File: src/rtl/rr_decoder_arbiter_pkg.sv
// Shared state encoding, channel count and round-robin search helper.
// Purely declarative; no timing or flow control of its own.
package rr_decoder_arbiter_pkg;

    localparam int NUM_CH = 4;

    typedef enum logic [1:0] {
        ST_IDLE  = 2'd0,
        ST_GRANT = 2'd1,
        ST_GAP   = 2'd2
    } state_t;

    // Returns {found, index}: first requester at or after ptr, wrapping mod 4.
    function automatic logic [2:0] rr_pick(input logic [NUM_CH-1:0] req, input logic [1:0] ptr);
        logic [1:0] ch;
        logic [2:0] res;
        res = 3'b000;
        for (int k = NUM_CH - 1; k >= 0; k--) begin
            ch = ptr + 2'(k);
            if (req[ch]) begin
                res = {1'b1, ch};
            end
        end
        return res;
    endfunction

endpackage

File: src/rtl/rr_decoder_arbiter_grant_decoder.sv
// 2-to-4 one-hot decoder with enable; all-zero output when disabled.
// Latency: combinational. Backpressure: none.
module grant_decoder_2to4 (
    input  logic [1:0] sel,
    input  logic       en,
    output logic [3:0] y
);

    always_comb begin
        y = 4'b0000;
        if (en) begin
            y[sel] = 1'b1;
        end
    end

endmodule

File: src/rtl/rr_decoder_arbiter.sv
// Round-robin arbiter for 4 requesters with one-hot grant, hold timeout and one-cycle gap.
// Latency: request sampled at edge k is granted after edge k.
// Backpressure: non-winning requesters wait at level; holder keeps grant until done/req drop/timeout.
module rr_decoder_arbiter
    import rr_decoder_arbiter_pkg::*;
#(
    parameter int HOLD_MAX = 8,
    parameter int CNT_W    = 8
) (
    input  logic              clk,
    input  logic              rst_n,
    input  logic [NUM_CH-1:0] req,
    input  logic              done,
    output logic [NUM_CH-1:0] gnt,
    output logic [1:0]        gnt_id,
    output logic              busy,
    output logic              timeout
);

    state_t           state_q, state_d;
    logic [1:0]       ptr_q, ptr_d;
    logic [1:0]       gnt_id_q, gnt_id_d;
    logic [CNT_W-1:0] hold_cnt_q, hold_cnt_d;
    logic             timeout_q, timeout_d;
    logic             tmo_hit;
    logic             release_now;
    logic [2:0]       pick;

    always_comb begin
        state_d     = state_q;
        ptr_d       = ptr_q;
        gnt_id_d    = gnt_id_q;
        hold_cnt_d  = hold_cnt_q;
        timeout_d   = 1'b0;
        tmo_hit     = 1'b0;
        release_now = 1'b0;
        pick        = rr_pick(req, ptr_q);

        case (state_q)
            ST_GRANT: begin
                hold_cnt_d  = hold_cnt_q + 1'b1;
                tmo_hit     = (HOLD_MAX != 0) && (hold_cnt_q == CNT_W'(HOLD_MAX - 1));
                release_now = done || !req[gnt_id_q] || tmo_hit;
                if (release_now) begin
                    state_d = ST_GAP;
                    ptr_d   = gnt_id_q + 2'd1;
                    // Timeout flags only a counter-forced release; done takes precedence.
                    timeout_d = tmo_hit && !done && req[gnt_id_q];
                end
            end
            default: begin
                if (pick[2]) begin
                    state_d    = ST_GRANT;
                    gnt_id_d   = pick[1:0];
                    hold_cnt_d = '0;
                end else begin
                    state_d = ST_IDLE;
                end
            end
        endcase
    end

    always_ff @(posedge clk or negedge rst_n) begin
        if (!rst_n) begin
            state_q    <= ST_IDLE;
            ptr_q      <= 2'd0;
            gnt_id_q   <= 2'd0;
            hold_cnt_q <= '0;
            timeout_q  <= 1'b0;
        end else begin
            state_q    <= state_d;
            ptr_q      <= ptr_d;
            gnt_id_q   <= gnt_id_d;
            hold_cnt_q <= hold_cnt_d;
            timeout_q  <= timeout_d;
        end
    end

    grant_decoder_2to4 u_dec (
        .sel (gnt_id_q),
        .en  (state_q == ST_GRANT),
        .y   (gnt)
    );

    assign gnt_id  = gnt_id_q;
    assign busy    = (state_q == ST_GRANT);
    assign timeout = timeout_q;

endmodule

File: config.mk
export PLATFORM = sky130hd
export DESIGN_NAME = rr_decoder_arbiter
export DESIGN_NICKNAME = d
export VERILOG_FILES = /design/src/rtl/rr_decoder_arbiter_pkg.sv /design/src/rtl/rr_decoder_arbiter_grant_decoder.sv /design/src/rtl/rr_decoder_arbiter.sv
export SDC_FILE = /design/constraint.sdc
export NUM_CORES = 1
export LEC_CHECK = 0
export ABC_AREA = 1
export CAP_MARGIN = 20
export CORE_MARGIN = 4
export CORE_UTILIZATION = 45
export CTS_BUF_LIST = sky130_fd_sc_hd__clkbuf_4 sky130_fd_sc_hd__clkbuf_8
export CTS_CLUSTER_DIAMETER = 30
export DETAILED_ROUTE_END_ITERATION = 10
export PLACE_DENSITY = 0.7
export SYNTH_ARGS = -nofsm -noshare
export SYNTH_HDL_FRONTEND = slang
export SYNTH_HIERARCHICAL = 1
export SYNTH_SLANG_ARGS = --single-unit
File: constraint.sdc
create_clock -name clk -period 1.6 [get_ports clk]
set_clock_uncertainty 0.15 [all_clocks]
set_input_delay 0.16 -clock clk [delete_from_list [all_inputs] [get_ports clk]]
set_output_delay 0.16 -clock clk [all_outputs]
set_load 0.02 [all_outputs]
==> results.json, run 1 <==
{
  "status": "complete, but fails checks",
  "failed_checks": "negative setup slack",
  "finalPower_uw": 2750,
  "end_kind": "flip-flop",
  "cp_num_cells": 11,
  "cts_made_buffers": 3,
  "fin_cells": 195,
  "clockBufferDepth": 2,
  "n_antenna_cell": 0,
  "clk_pin_slew_ns": 0.08,
  "critPathLaunchType": "flip-flop",
  "min_path_type": "in -> async",
  "path_delay_family": "simple AND/OR/NAND/NOR gates",
  "reg2reg_from": "ptr_q[0]",
  "drc": 0,
  "internal-power_uw": 1400,
  "totalWireLength_um": 2280,
  "port_buffers": 14,
  "grt_max_degree": 16,
  "cp_slowest_cell": "dfrtp_2",
  "gp_congestion": 0.808,
  "setup_slack_ns": -0.0165,
  "via_per_inst": 5.01,
  "yosysSeqAreaShare_pct": 37.1,
  "ios": 15,
  "p_per_area_nw_per_um2": 1960,
  "cp.buffers_inverters": 3,
  "tightest_slew_ns": 0.314,
  "dp_hpwl_um": 1660,
  "comb_power_share_pct": 69.4,
  "clk_latency_ns": 0.28,
  "reg2reg_depth": 11,
  "rows": 16,
  "antenna_found_initial": 0,
  "initial_core_util_pct": 49.5,
  "grt_pass1_vias": 871,
  "cts-root-buf": "clkbuf_4",
  "worst_ep_arrival_time_ns": 1.65,
  "drt-pass1-iter-count": 4,
  "drtIter0Drc": 23,
  "syn_area_per_cell_um2": 7.27,
  "wl_per_cell_um": 11.7,
  "setup_viol": 3,
  "cts_tree": "built",
  "fin_crit_ns": 1.62,
  "core-area_um2": 2040,
  "h-tree-depth": 1,
  "grtUsageTotal_pct": 14.2,
  "die_area_um2": 3070,
  "p_leak_uw": 0.000705,
  "fin_nets": 177,
  "dp.cells": 188,
  "critPathKind": "reg -> reg",
  "vias": 977,
  "netlist_area_um2": 1010,
  "rsz0062_at_grt": "true",
  "die_w_um": 55.4,
  "synth_warnings": 6,
  "ant_nets": 0,
  "drv_cap": 0,
  "final_max_slew_viol_count": 0,
  "period_share_pct": 101,
  "syn-num-nets": 147,
  "startpoint": "ptr_q[0]",
  "clock.fmax_ghz": 0.619,
  "grt_pass1_wl_um": 3520,
  "ctsHoldBuffers": 0,
  "ys_ff_latch": 15,
  "cp.required_ns": 1.63,
  "critPathMaxFanout": 6,
  "cts_sinks": 15,
  "die_y_um": 55.4,
  "power_switching_uw": 1360,
  "slowest_delay_ns": 0.40,
  "seq_power_share_pct": 22.3,
  "netSwitchingFraction_pct": 49.3,
  "area_growth_pct": 39.1,
  "irDropWorstVdd_mv": 1.10,
  "grt_overflow": 0,
  "reg2reg_slack_ns": -0.02,
  "drive_above_1_share_pct": 38.7,
  "crit_end": "gnt_id[0]",
  "hold_viol": 0,
  "slew_headroom_pct": 78.9,
  "synth_cells": 139,
  "ys_types": 29,
  "path_cells": "buf_12, inv_8, nand2_4, nand2_4, nand2_2, nand2_2, nor2_4, buf_4, o21ai_1, nand2_1, nand2_1",
  "power_frac_clock_pct": 8.3,
  "r2r-end": "gnt_id[0]"
}
cells in the mapped netlist (all sizes together):
cell type | instances | share of area (%)
xnor2 | 2 | 1.7
inv | 17 | 6.8
o31ai | 2 | 1.5
nand2 | 51 | 24
o211ai | 1 | 0.74
xor2 | 1 | 0.87
nand3 | 11 | 5.9
a21oi | 5 | 2.5
nor3 | 2 | 0.99
clkbuf | 1 | 0.49
nor4 | 2 | 1.2
o22ai | 1 | 0.62
nand4 | 1 | 0.62
nor2 | 15 | 7.3
o21ai | 8 | 4.3
buf | 1 | 1.1
and3 | 1 | 0.62
and2 | 1 | 0.62
ha | 1 | 1.2
dfrtp | 15 | 37
placed cells by master, fill, tap and decap left out, types with 3 or more instances in the layout:
cell,instances
nand2_1,27
nand2_2,13
dfrtp_1,13
inv_1,12
nor2_1,12
nand2_4,11
nand3_1,10
buf_4,10
clkdlybuf4s50_1,7
a21oi_1,4
clkbuf_4,4
clkbuf_2,4
nor2_4,3
inv_2,3
o21ai_2,3
o21ai_0,3
what timing repair did:
item | 4_1_cts | 5_1_grt
hold endpoints to repair | 0 | 0
gates resized for setup | 13 | 44
buffers inserted | 0 | 3
pin swaps | 0 | 12
setup endpoints to repair | 14 | 19
layout make-up:
cell class	instances	area, µm²
clock buffers	4	30.0
inverters	17	73.8
multi-input cells	105	661
well taps	27	33.8
flip-flops and latches	15	378
repair buffers	27	230
fillers	183	636
power by group through the flow:
stage                     clock [µW]  sequential, µW  combinational (µW)
after floorplan                    0             612                1070
after global routing             261             627                2120
after global placement             0             628                1550
after detailed placement           0             630                1570
final                            228             614                1910
after CTS                        235             625                1530
sequential cells by signal, summed over array words and instances (netlist names):
register	count
timeout	1
hold_cnt_q	8
state_q	2
gnt_id	2
ptr_q	2
worst min path at each step:
stage	start	endpoint	slack, ns	cells past startpoint
floorplan	rst_n	gnt_id[0]	-0.29	0
global placement	hold_cnt_q[7]	hold_cnt_q[7]	0.32	1
detailed placement	rst_n	hold_cnt_q[4]	0.33	2
CTS	rst_n	hold_cnt_q[6]	0.02	2
global route	rst_n	hold_cnt_q[7]	0.03	2
finish	rst_n	hold_cnt_q[3]	0.02	2
stage by stage:
| step | utilization [%] | instance area (µm²) | setup WS, ns | hold WS, ns | setup TNS (ns) |
|---|---|---|---|---|---|
| final | 68.9 | 1410 | -0.0165 | 0.0208 | -0.0446 |
| after global routing | 68.9 | 1410 | -0.116 | 0.0338 | -0.786 |
| after global placement | 60.9 | 1240 | -0.126 | 0.323 | -0.583 |
| after floorplan | - | 1010 | 0.0952 | -0.286 | 0 |
| after detailed placement | 60.9 | 1240 | -0.160 | 0.328 | -0.894 |
| after CTS | 62.3 | 1270 | 0.00102 | 0.0196 | 0 |
routing by layer:
metal	part of all wire [%]	up-vias	track usage, %
met3	5.0	4	4.90
met1	48	439	18.0
li1	-	510	-
met4	0.96	0	4.17
met5	0	-	0
met2	46	24	22.8
cells by family after synthesis:
kind of cell | count (synthesis) | synth area share, %
AO/OA/AOI/OAI | 17 | 9.65
XOR/XNOR | 3 | 2.60
adder cells (fa/ha/maj) | 1 | 1.24
buffers and inverters | 19 | 8.42
flip-flops | 15 | 37.1
AND/OR/NAND/NOR | 84 | 41.0
No activity file was read; power rests on OpenSTA's default activity.
==> run 2: changes to the inputs <==
--- a/config.mk
+++ b/config.mk
@@ -5,14 +5,13 @@
 export SDC_FILE = /design/constraint.sdc
 export NUM_CORES = 1
 export LEC_CHECK = 0
-export ABC_AREA = 1
 export CAP_MARGIN = 20
 export CORE_MARGIN = 4
 export CORE_UTILIZATION = 45
 export CTS_BUF_LIST = sky130_fd_sc_hd__clkbuf_4 sky130_fd_sc_hd__clkbuf_8
 export CTS_CLUSTER_DIAMETER = 30
 export DETAILED_ROUTE_END_ITERATION = 10
-export PLACE_DENSITY = 0.7
+export PLACE_DENSITY = 0.72
 export SYNTH_ARGS = -nofsm -noshare
 export SYNTH_HDL_FRONTEND = slang
 export SYNTH_HIERARCHICAL = 1
==> run 2 against run 1 <==
  * Critical path depth shrank 8
  * Register-to-register slack worse by 0.07 ns
  * Non-clock buffer count increased by 7
  * Flip-flop and latch count unchanged
  * Critical path type unchanged
  * Worst setup slack worse by 0.070 ns
  * Synthesized area shrank 17%
  * The run still ends with negative setup slack left
  * Synthesized cell count down 38%
  * Design area decreased by 15%
==> results.json, run 2 <==
{
  "status": "complete, but fails checks",
  "failed_checks": "negative setup slack",
  "p_leak_uw": 0.000556,
  "final_common_cell": "buf_4",
  "n_antenna_cell": 0,
  "hold_ws_ns": 0.0345,
  "synth_edf_count": 0,
  "irDropWorstVdd_mv": 1.18,
  "reg2reg_depth": 3,
  "grtUsageTotal_pct": 18.6,
  "tightest_slew_ns": 0.251,
  "ys_ff_latch": 15,
  "final_area_um2": 1200,
  "setup_slack_ns": -0.0861,
  "cts_made_buffers": 3,
  "yosysTopAreaCellShare_pct": 44.9,
  "regMostFlops": "hold_cnt_q",
  "synth_cells": 86,
  "fin_nets": 131,
  "yosysSeqAreaShare_pct": 44.9,
  "die_area_um2": 2610,
  "setup_viol": 6,
  "cts-root-buf": "clkbuf_4",
  "synth_flop_cell": "dfrtp_1",
  "grt_pass1_wl_um": 3540,
  "h-tree-depth": 1,
  "postLayoutCoreUtil_pct": 68.7,
  "final_cell_mix": "buf_4 (20), o21ai_1 (13), dfrtp_1 (13)",
  "r2r-end": "ptr_q[1]",
  "die_w_um": 51.1,
  "synth.most_common_cell": "dfrtp_1",
  "yosys-top-cells-count": "dfrtp_1 (15), o21ai_1 (13), nand2_1 (8)",
  "reg2reg_slack_ns": -0.09,
  "critPathLaunchType": "flip-flop",
  "totalWireLength_um": 2120,
  "cts_sinks": 15,
  "grt_max_degree": 16,
  "worst_ep_arrival_time_ns": 1.71,
  "critPathKind": "reg -> reg",
  "drtIter0Drc": 12,
  "async_flop_share_pct": 100,
  "antenna_found_initial": 0,
  "fin_crit_ns": 1.69,
  "drive_above_1_share_pct": 36.1,
  "area_growth_pct": 43.6,
  "rows": 15,
  "end_kind": "flip-flop",
  "die_y_um": 51.1,
  "synth_area_leader_cell": "dfrtp_1",
  "via_per_inst": 5.56,
  "min_path_type": "in -> async",
  "rsz0062_at_grt": "true",
  "cts_tree": "built",
  "critPathMaxFanout": 3,
  "synth_warnings": 6,
  "core-area_um2": 1750,
  "clockBufferDepth": 2,
  "cp.required_ns": 1.62,
  "initial_core_util_pct": 47.9,
  "clock.fmax_ghz": 0.593,
  "wl_per_cell_um": 14.4,
  "synth_area_leaders": "dfrtp_1 (45%), o21ai_1 (7.8%), nand2_1 (3.6%), nor2_1 (3.1%), a31oi_1 (3.0%)",
  "drt-pass1-iter-count": 4,
  "hold_viol": 0,
  "ant_nets": 0,
  "ios": 15,
  "largest_reg_flops": 8,
  "slew_headroom_pct": 83.1,
  "p_per_area_nw_per_um2": 1600,
  "drv_cap": 0,
  "syn-num-nets": 94,
  "dp_hpwl_um": 1530,
  "period_share_pct": 105,
  "syn_area_per_cell_um2": 9.72,
  "drc": 0,
  "grt_pass1_vias": 829,
  "vias": 817,
  "grt_overflow": 0,
  "ctsHoldBuffers": 0,
  "gp_congestion": 0.859,
  "final_max_slew_viol_count": 0,
  "netlist_area_um2": 836,
  "port_buffers": 14,
  "placed_area_um2": 1130,
  "clk_latency_ns": 0.28,
  "ys_types": 34,
  "clk_pin_slew_ns": 0.08,
  "reg2reg_from": "gnt_id[1]"
}
==> run 2: worst max-delay path: stages (launching register included) <==
cell     delay [ns]
dfrtp_2        0.40
mux4_2         0.55
a21oi_4        0.17
mux2_4         0.31
==> run 2: where the power goes <==
part	internal, µW	leakage, µW	total, µW	switching [µW]
Clock	114	0.0000184	231	117
Sequential	484	0.000192	592	108
Combinational	570	0.000345	1100	531
==> run 2: timing repair <==
action,CTS,global route
endpoints found under the setup margin,10,8
buffers inserted,3,1
resized for setup,25,10
pin swaps,0,2
cloned,0,1
==> run 2: logic make-up after synthesis <==
family | Yosys count | share of synthesized area (%)
and+or+nand+nor | 33 | 22.9
AOI/OAI and AO/OA | 27 | 21.0
DFF | 15 | 44.9
buffers and inverters | 6 | 2.99
muxes | 3 | 5.69
xor gates and xnor gates | 1 | 1.05
adders and majority gates | 1 | 1.50
==> run 2: per-layer routing <==
| layer | up-vias | share of wire [%] | wire length [µm] | global-route usage, % |
|---|---|---|---|---|
| met1 | 379 | 38 | 796 | 20.3 |
| met2 | 39 | 50 | 1070 | 32.2 |
| li1 | 388 | - | - | - |
| met3 | 11 | 7.7 | 164 | 4.37 |
| met4 | 0 | 4.3 | 91 | 11.7 |
| met5 | - | 0 | 0 | 0 |
==> run 2: how the worst max path moves through the flow <==
stage | slack, ns | to | cells after the start | startpoint
after CTS | -0.12 | ptr_q[1] | 3 | gnt_id[1]
after global routing | -0.14 | ptr_q[0] | 4 | gnt_id[1]
after global placement | -0.24 | ptr_q[1] | 4 | req[3]
after detailed placement | -0.29 | ptr_q[1] | 4 | req[3]
after floorplan | -0.19 | ptr_q[1] | 3 | gnt_id[1]
final | -0.09 | ptr_q[1] | 3 | gnt_id[1]
==> run 2: cell type report <==
cell class                 instances  area (µm²)
tap                               25        31.3
sequential                        15         378
fill                             138         546
clock buffer                       4        30.0
inverter                           3        11.3
multi-input combinational         66         457
timing repair buffer              34         293
==> run 2: per-stage QoR <==
| stage | TNS [ns] | setup WS (ns) | power, µW | instances |
|---|---|---|---|---|
| floorplan | -0.219 | -0.192 | 1130 | 86 |
| global placement | -2.38 | -0.241 | 1570 | 138 |
| detailed placement | -2.95 | -0.290 | 1610 | 138 |
| CTS | -0.217 | -0.120 | 1860 | 145 |
| global route | -0.553 | -0.139 | 2070 | 147 |
| finish | -0.200 | -0.0861 | 1920 | 147 |
==> run 3: changes to the inputs <==
--- a/config.mk
+++ b/config.mk
@@ -6,7 +6,7 @@
 export NUM_CORES = 1
 export LEC_CHECK = 0
 export CAP_MARGIN = 20
-export CORE_MARGIN = 4
+export CORE_MARGIN = 8
 export CORE_UTILIZATION = 45
 export CTS_BUF_LIST = sky130_fd_sc_hd__clkbuf_4 sky130_fd_sc_hd__clkbuf_8
 export CTS_CLUSTER_DIAMETER = 30
==> run 3 against run 2 <==
  * Count of clock-buffer cells in the layout is 1 lower
  * Critical path depth stayed put
  * Clock power is 2% lower
  * Cell count is 1.4% higher
  * Flip-flop and latch count stayed put
  * Design area is 2.3% higher
  * Sequential power hardly changed
  * The flow finishes with violations (negative hold slack, negative setup slack)
  * Worst setup slack hardly changed
  * Critical path type unchanged
  * Combinational power is 7% higher
  * Highest routed layer unchanged
  * Sequential share of layout area is 0.71 points lower
==> results.json, run 3 (synthesis gave the netlist of run 2 again) <==
{
  "clock.fmax_ghz": 0.593,
  "tns_ns": -0.255,
  "grt_busiest_layer": "met2",
  "tightest_slew_ns": 0.386,
  "nFillCells": 139,
  "slowest_delay_ns": 0.55,
  "cts_tree": "built",
  "ctsHoldBuffers": 0,
  "power_switching_uw": 813,
  "p_leak_uw": 0.000588,
  "dp_hpwl_um": 1660,
  "end_kind": "flip-flop",
  "h-tree-depth": 1,
  "failed_checks": "negative hold slack, negative setup slack",
  "antenna_found_initial": 0,
  "ant_nets": 0,
  "final_common_cell": "buf_4",
  "ios": 15,
  "drt-pass1-iter-count": 4,
  "cp_slowest_cell": "mux4_2",
  "grt_pass1_vias": 880,
  "area_growth_pct": 46.9,
  "startpoint": "gnt_id[1]",
  "dp.cells": 140,
  "final_cell_mix": "buf_4 (21), dfrtp_1 (13), o21ai_1 (12)",
  "via_per_inst": 5.52,
  "die_w_um": 59.1,
  "netSwitchingFraction_pct": 40.7,
  "port_buffers": 14,
  "setup_viol": 6,
  "reg2reg_depth": 3,
  "comb_power_share_pct": 59.1,
  "totalWireLength_um": 2260,
  "grt_overflow": 0,
  "dp_slack_ns": -0.312,
  "cts-root-buf": "clkbuf_4",
  "fin_cells": 149,
  "vias": 822,
  "grt_use_met2_pct": 25.9,
  "final_max_slew_viol_count": 0,
  "gp_congestion": 0.814,
  "drv_cap": 0,
  "final_area_um2": 1230,
  "initial_core_util_pct": 47.9,
  "p_per_area_nw_per_um2": 1630,
  "clockBufferDepth": 2,
  "drtIter0Drc": 17,
  "hold_viol": 3,
  "grt_max_degree": 10,
  "cp.required_ns": 1.63,
  "drive_above_1_share_pct": 37.9,
  "drc": 0,
  "grt_pass1_wl_um": 3940,
  "wl_per_cell_um": 15.2,
  "cp_num_cells": 3,
  "internal-power_uw": 1180,
  "status": "complete, but fails checks",
  "regMostFlops": "hold_cnt_q",
  "period_share_pct": 105,
  "hold_ws_ns": -0.00419,
  "critPathMaxFanout": 3,
  "min_path_type": "in -> async",
  "reg2reg_from": "gnt_id[1]",
  "die_y_um": 59.1,
  "slew_headroom_pct": 74.2,
  "grtUsageTotal_pct": 14.8,
  "placed_area_um2": 1140,
  "fin_crit_ns": 1.69,
  "cts_made_buffers": 3,
  "seq_power_share_pct": 29.6,
  "largest_reg_flops": 8,
  "grtUsageMet3_pct": 4.77,
  "setup_slack_ns": -0.0860,
  "path_cells": "mux4_2, a21oi_4, mux2_4",
  "cp.buffers_inverters": 0,
  "rows": 15,
  "critPathLaunchType": "flip-flop",
  "irDropWorstVdd_mv": 1.08,
  "critPathKind": "reg -> reg",
  "use_met1_pct": 15.8,
  "fin_nets": 133,
  "worst_ep_arrival_time_ns": 1.72,
  "clk_latency_ns": 0.29,
  "cts_sinks": 15,
  "clk_pin_slew_ns": 0.10,
  "die_area_um2": 3490,
  "rsz0062_at_grt": "true",
  "path_delay_family": "multiplexers",
  "power_frac_clock_pct": 11.3,
  "core-area_um2": 1750,
  "n_antenna_cell": 0
}
## run 3: worst paths after layout
kind,to,slack (ns)
max reg2reg,ptr_q[1],-0.09
max,ptr_q[1],-0.09
max in group asynchronous,hold_cnt_q[4],0.85
min,gnt_id[0],-0.004
min reg2reg,hold_cnt_q[7],0.37
min in group clk,gnt_id[0],0.13
## run 3: stage by stage
stage / total power, µW / utilization, %
after floorplan: 1130 / -
after global placement: 1620 / 65.4
after detailed placement: 1660 / 65.4
after CTS: 1910 / 67.5
after global routing: 2130 / 70.3
final: 2000 / 70.3
## run 3: layout make-up
cell class              instances  area [µm²]  area share [%]
repair buffers                 36         317            25.8
inverters                       3        13.8            1.12
clock buffers                   3        22.5            1.83
well taps                      25        31.3            2.55
multi-input cells              66         460            37.5
clock inverters                 1        5.00           0.408
flip-flops and latches         15         378            30.8
## run 3: power groups by stage
stage                     Clock [µW]  Combinational [µW]  Sequential (µW)
after CTS                        226                1100              593
final                            226                1180              590
after detailed placement           0                1070              587
after global placement             0                1030              585
after global routing             240                1280              603
after floorplan                    0                 523              606
## run 3: what timing repair did
item,4_1_cts,5_1_grt
gates cloned,0,1
resized for setup,26,14
pin swaps,0,5
endpoints found under the hold margin,0,0
setup endpoints to repair,10,13
setup buffers,3,1
## run 3: per-layer routing
layer | vias up | wire (µm) | part of all wire [%]
met5 | - | 0 | 0
met4 | 0 | 34 | 1.5
met3 | 4 | 165 | 7.3
met2 | 33 | 1150 | 51
met1 | 392 | 915 | 40
li1 | 393 | - | -
